$ cat src/rtl/serial_subtractor.sv
// serial_subtractor: bit-serial a - b, LSB first, one full-subtractor cell reused WIDTH times.
// Optional signed overflow flag enabled by defining SERIAL_SUB_OVERFLOW_EN.
module serial_subtractor #(
    parameter int WIDTH = 8
) (
    input  logic             clk,
    input  logic             rst_n,
    input  logic             start,
    input  logic [WIDTH-1:0] a,
    input  logic [WIDTH-1:0] b,
    output logic             busy,
    output logic             done,
    output logic [WIDTH-1:0] diff,
    output logic             borrow_out,
    output logic             overflow
);
    localparam int CW = (WIDTH > 2) ? $clog2(WIDTH) : 1;

    typedef enum logic [1:0] {IDLE, SHIFT, DONE} state_t;

    state_t           state_q, state_d;
    logic [WIDTH-1:0] a_q, a_d, b_q, b_d, r_q, r_d, diff_q, diff_d;
    logic [CW-1:0]    cnt_q, cnt_d;
    logic             br_q, br_d, borrow_q, borrow_d;
    logic             d_bit, br_next, last, accept;

    assign d_bit   = a_q[0] ^ b_q[0] ^ br_q;
    assign br_next = (~a_q[0] & b_q[0]) | (~(a_q[0] ^ b_q[0]) & br_q);
    assign last    = cnt_q == CW'(WIDTH - 1);
    assign accept  = start && state_q != SHIFT;

    assign busy       = state_q == SHIFT;
    assign done       = state_q == DONE;
    assign diff       = diff_q;
    assign borrow_out = borrow_q;

    always_ff @(posedge clk or negedge rst_n) begin
        if (!rst_n) begin
            state_q  <= IDLE;
            a_q      <= '0;
            b_q      <= '0;
            r_q      <= '0;
            diff_q   <= '0;
            cnt_q    <= '0;
            br_q     <= 1'b0;
            borrow_q <= 1'b0;
        end else begin
            state_q  <= state_d;
            a_q      <= a_d;
            b_q      <= b_d;
            r_q      <= r_d;
            diff_q   <= diff_d;
            cnt_q    <= cnt_d;
            br_q     <= br_d;
            borrow_q <= borrow_d;
        end
    end

    // Operands rotate so the final step still sees the original MSBs for the overflow term.
    always_comb begin
        state_d  = state_q;
        a_d      = a_q;
        b_d      = b_q;
        r_d      = r_q;
        diff_d   = diff_q;
        cnt_d    = cnt_q;
        br_d     = br_q;
        borrow_d = borrow_q;
        if (accept) begin
            state_d = SHIFT;
            a_d     = a;
            b_d     = b;
            br_d    = 1'b0;
            cnt_d   = '0;
        end else if (state_q == SHIFT) begin
            a_d   = {a_q[0], a_q[WIDTH-1:1]};
            b_d   = {b_q[0], b_q[WIDTH-1:1]};
            r_d   = {d_bit, r_q[WIDTH-1:1]};
            br_d  = br_next;
            cnt_d = cnt_q + CW'(1);
            if (last) begin
                state_d  = DONE;
                diff_d   = {d_bit, r_q[WIDTH-1:1]};
                borrow_d = br_next;
            end
        end else if (state_q == DONE) begin
            state_d = IDLE;
        end
    end

`ifdef SERIAL_SUB_OVERFLOW_EN
    logic ovf_q;

    always_ff @(posedge clk or negedge rst_n) begin
        if (!rst_n)
            ovf_q <= 1'b0;
        else if (!accept && state_q == SHIFT && last)
            ovf_q <= (a_q[0] ^ b_q[0]) & (a_q[0] ^ d_bit);
    end

    assign overflow = ovf_q;
`else
    assign overflow = 1'b0;
`endif
endmodule
$ cat config.mk
export PLATFORM = sky130hd
export DESIGN_NAME = serial_subtractor
export DESIGN_NICKNAME = d
export VERILOG_FILES = /design/src/rtl/serial_subtractor.sv
export SDC_FILE = /design/constraint.sdc
export NUM_CORES = 1
export LEC_CHECK = 0
export CAP_MARGIN = 20
export CORE_MARGIN = 1
export CORE_UTILIZATION = 38
export DETAILED_ROUTE_END_ITERATION = 7
export SETUP_SLACK_MARGIN = 0.05
export SYNTH_ARGS = -nofsm -noshare
export SYNTH_HDL_FRONTEND = slang
export SYNTH_SLANG_ARGS = --single-unit
$ cat constraint.sdc
create_clock -name clk -period 3.2 [get_ports clk]
set_input_delay 0.32 -clock clk [delete_from_list [all_inputs] [get_ports clk]]
set_output_delay 0.32 -clock clk [all_outputs]
set_load 0.05 [all_outputs]
## Yosys cells after proc, flatten, opt, wreduce, memory -nomap -nowiden

Cells that the tools add are included.

- Flip-flop bits (word level): 39
- Bits of input ports: 19
- Output and inout port bits: 12
- Logic and storage cells: 40

- Add/subtract/negate cells: 1
- Equality and inequality tests: 5
- Mux-type cells: 12
- Bitwise logic cells: 8
- Reductions and logical operators: 6

Operators by type and width:

| kind | count |
|---|---|
| $mux 8 | 4 |
| $mux 2 | 4 |
| $mux 3 | 2 |
| $reduce_and 2->1 | 2 |
| $add 3x1->3 const B | 1 |
| $eq 3x3->1 const B | 1 |
| $ne 3x1->1 const B | 1 |
| $not 1->1 | 3 |
| $reduce_and 3->1 | 1 |
| $reduce_bool 3->1 | 1 |
| $and 1x1->1 | 2 |
| $eq 2x1->1 const B | 1 |
| $eq 2x2->1 const B | 1 |
| $mux 1 | 2 |
| $ne 2x1->1 const B | 1 |
| $reduce_bool 2->1 | 1 |
| $xor 1x1->1 | 2 |
| $logic_and 1x1->1 | 1 |
| $or 1x1->1 | 1 |

## Longest topological paths before layout

- Depth in word-level cells: 6
- Mapped depth: 6
- Depth with buffers taken out: 5

## Worst setup path before layout

No wires, ideal clock.

- Path kind: reg2reg
- From: reg state_q[1]
- To: reg r_q[2]
- Data arrival time: 1.576 ns
- Required time: 3.075 ns
- Setup slack: 1.499 ns
- Stages on the path, launching flop included: 6
- Clock period less this slack: 1.701 ns
- Cells stage by stage: dfrtp_1 -> inv_1 -> ha_1 -> buf_6 -> buf_6 -> mux2_4

- Elaborated cells between the ends (all ways): 5
- Classes of those cells: eq/ne (2); bitwise (1); reduce/logical (2)

RTL lines:

| element | line | RTL |
|---|---|---|
| start, declared | 21 | `state_t state_q, state_d;` |
| start signal, assigned | 48 | `state_q <= state_d;` |
| $eq 2x1->1 | -- |  |
| net busy | 11 | `output logic busy,` |
| $reduce_and 2->1 (no source line) | -- |  |
| end signal, assigned | 51 | `r_q <= r_d;` |
| end, declared | 22 | `logic [WIDTH-1:0] a_q, a_d, b_q, b_d, r_q, r_d, diff_q, diff_d;` |

The timed path passes the listed nets, and every way through them passes these cells.
A chain may end at the register's enable or synchronous reset.

## Worst setup path after layout

- From: reg state_q[1]
- To: out busy

- Word-level cells in the longest chain between the ends: 1

RTL lines:

| element | line | RTL |
|---|---|---|
| $eq 2x1->1 | 32 | `assign busy = state_q == SHIFT;` |
| end, declared | 11 |  |

Every way passes these cells.

==> impl_results.md <==
- Endpoint class of the critical path: primary output
- Final setup fails: 0
- Synth Register Bits: 38
- N_diodes: 0
- ANT nets after route: 0
- Residual DRC count: 0
- Total track usage: 12.8%
- CTS Root Cell: clkbuf_8
- Post-synth design cell area: 1740 um2
- Post-Place Setup Slack: 1.10 ns
- Leak: 1.03 nW
- H-tree depth: 2
- Max VDD drop: 340 uV
- Vias per Instance: 4.86
- Maximum root-to-sink buffer count: 2
- Vias in the first global route: 1063
- Clock skew: 0.00503 ns
- Via count: 1049
- First-pass DRT Iterations: 3
- I/O pin count: 31
- Area growth, synth to finish: 22.5%
- Pins Over Slew Limit: 0
- Cell row count: 24
- Die ar.: 4850 um2
- Largest net degree at the start of global routing: 39
- Global-route wire length before repair: 4890 um
- Relative slew slack: 28.4%
- Post-route insts no fill: 216
- Register area share after synthesis: 54.7%
- Crit path largest cell delay: 0.64 ns
- Capturing point of the worst reg2reg path: diff[7]$_DFFE_PN0P_
- Area leader, netlist: dfrtp_1
- Utilization after layout: 48.6%
- Drt first-iter violations: 44
- Most frequent cell after synthesis: dfrtp_1
- Kind of critical path: flip-flop to primary output
- Worst-margin pin slew: 1.07 ns
- Max Cap Violations: 0
- Post-CTS Setup Inserts: 0
- Sinks on Clock Net: 38
- Total Wirelength: 2860 um
- Worst hold path type: input port to async pin
- Cell at the slowest stage of the critical path: ha_1
- Post-CTS Hold Fix Bufs: 0
- Clock-pin slew on the worst setup and hold paths: 0.07 ns
- R2R cell count: 4
- GP Congestion: 0.670
- Startpoint types: flip-flop
- Syn avg cell area: 12.9 um2
- Top cells by count, synth: dfrtp_1 (38), nand2_1 (19), mux2i_1 (16), mux2_4 (14), o21ai_0 (12)
- Worst skew pair latency: 0.28 ns
- Predominant post-synthesis flop cell: dfrtp_1
- Setup slack, reg-to-reg: 1.33 ns
- Total gr overflow: 0
- Post-cts sizing count: 0
- CTS tree: done
- Core area: 4380 um2
- Die Span Y: 69.7 um
- Hold WS: 0.142 ns
- Worst Path Max Fanout: 14
- Final nets: 188
- Final Hold Viols: 0
- Required time of the critical path: 2.88 ns
- Cell total after placement: 209
- Status: completed
- Post-synth EDFFs: 0
- Total CTS buffers: 5
- Cell breakdown of the critical path: inv_1 > ha_1 > buf_4
- Unrepaired setup endpoints after global routing: false
- Layout cell share with drive strength beyond 1: 16.5%
- Initial antenna violation count: 0
- Mapped Cells: 135
- Final min period: 2.06 ns
- Critical R2R Launch: state_q[1]$_DFFE_PN0P_
- Worst path arrival time: 1.74 ns
- Synth Net Count: 159
- Synth top area share: 54.7%
- Avg WL per Cell: 13.2 um
- Starting Density: 39.7%
- Final Cycle Share: 64.3%
- Asr flop ratio synth: 100%
- Unique masters post-synth: 21
- Synthesis warning total: 0
- Power Density: 992 nW/um2
- Setup_tns: 0 ns
- CP Launch Point: state_q[1]$_DFFE_PN0P_
- Port Buffers: 29
- Fmax: 0.486 GHz
- Final worst slack: 1.14 ns
- Horiz. Die Dim: 69.7 um
- Synth area leaders: dfrtp_1 (55%), mux2_4 (12%), mux2i_1 (9.2%)
- DP HPWL: 1920 um
through the flow:
step | instance area, um2 | power (W)
6_report | 2130 | 0.00211
5_1_grt | 2130 | 0.00226
4_1_cts | 2130 | 0.00214
3_5_place_dp | 2020 | 0.00172
3_3_place_gp | 2020 | 0.00170
2_1_floorplan | 1740 | 0.00153
worst max-delay path by stage:
stage,to,cells past startpoint
after detailed placement,a_q[6]$_DFFE_PN0P_,3
after floorplan,r_q[2]$_DFFE_PN0P_,5
final,busy,3
after CTS,busy,3
after global placement,cnt_q[1]$_DFFE_PN0P_,3
after global routing,busy,3
final cells by class:
| class | count | area, um2 |
|---|---|---|
| clock buffers | 6 | 82.6 |
| clock inverters | 1 | 30.0 |
| fillers | 390 | 2250 |
| inverters | 6 | 22.5 |
| multi-input cells | 83 | 689 |
| flip-flops and latches | 38 | 951 |
| well taps | 52 | 65.1 |
| repair buffers | 30 | 290 |
registers in the layout, indices dropped and copies added, names as in the netlist:
register	count
state_q	2
r_q	7
borrow_out	1
diff	8
cnt_q	3
br_q	1
a_q	8
b_q	8
cell usage in the layout, fill, tap and decap left out, drive strengths merged:
| master | instances |
|---|---|
| fa | 1 |
| o21ai | 20 |
| conb | 1 |
| a22o | 3 |
| mux2 | 15 |
| buf | 3 |
| mux2i | 16 |
| inv | 6 |
| dfrtp | 38 |
| a21oi | 1 |
| ha | 4 |
| clkdlybuf4s50 | 27 |
| bufinv | 1 |
| nand2 | 20 |
| nor2 | 1 |
| clkbuf | 6 |
| o32ai | 1 |
worst max-delay path: cells and delay by family (launching register included):
family / cells / cell delay [ns]
buffers and inverters: 2 / 0.42
flip-flops: 1 / 0.40
adder cells (fa/ha/maj): 1 / 0.64
metal layers:
metal,track usage [%],vias up,wire length (um)
li1,-,514,-
met1,16.4,511,1370
met2,20.2,22,1380
met3,4.51,2,91
met4,4.44,0,11
met5,0,-,0
cells by family (layout without fill, tap and decap cells):
family / count (synthesis) / count (layout) / synth area share, %
AOI/OAI and AO/OA: 25 / 25 / 8.49
and+or+nand+nor: 21 / 21 / 4.96
muxes: 31 / 31 / 21.9
DFF: 38 / 38 / 54.7
adders and majority gates: 5 / 5 / 4.03
other: 1 / 1 / 0.216
buffers and inverters: 14 / 43 / 5.68
power by group:
group / total [W] / switching (W) / internal [W]
Sequential: 0.000831 / 0.000134 / 0.000697
Clock: 0.000408 / 0.000159 / 0.000249
Combinational: 0.000874 / 0.000468 / 0.000406
Total: 0.00211 / 0.000762 / 0.00135
Note: power is estimated with default switching activity, not from simulation.
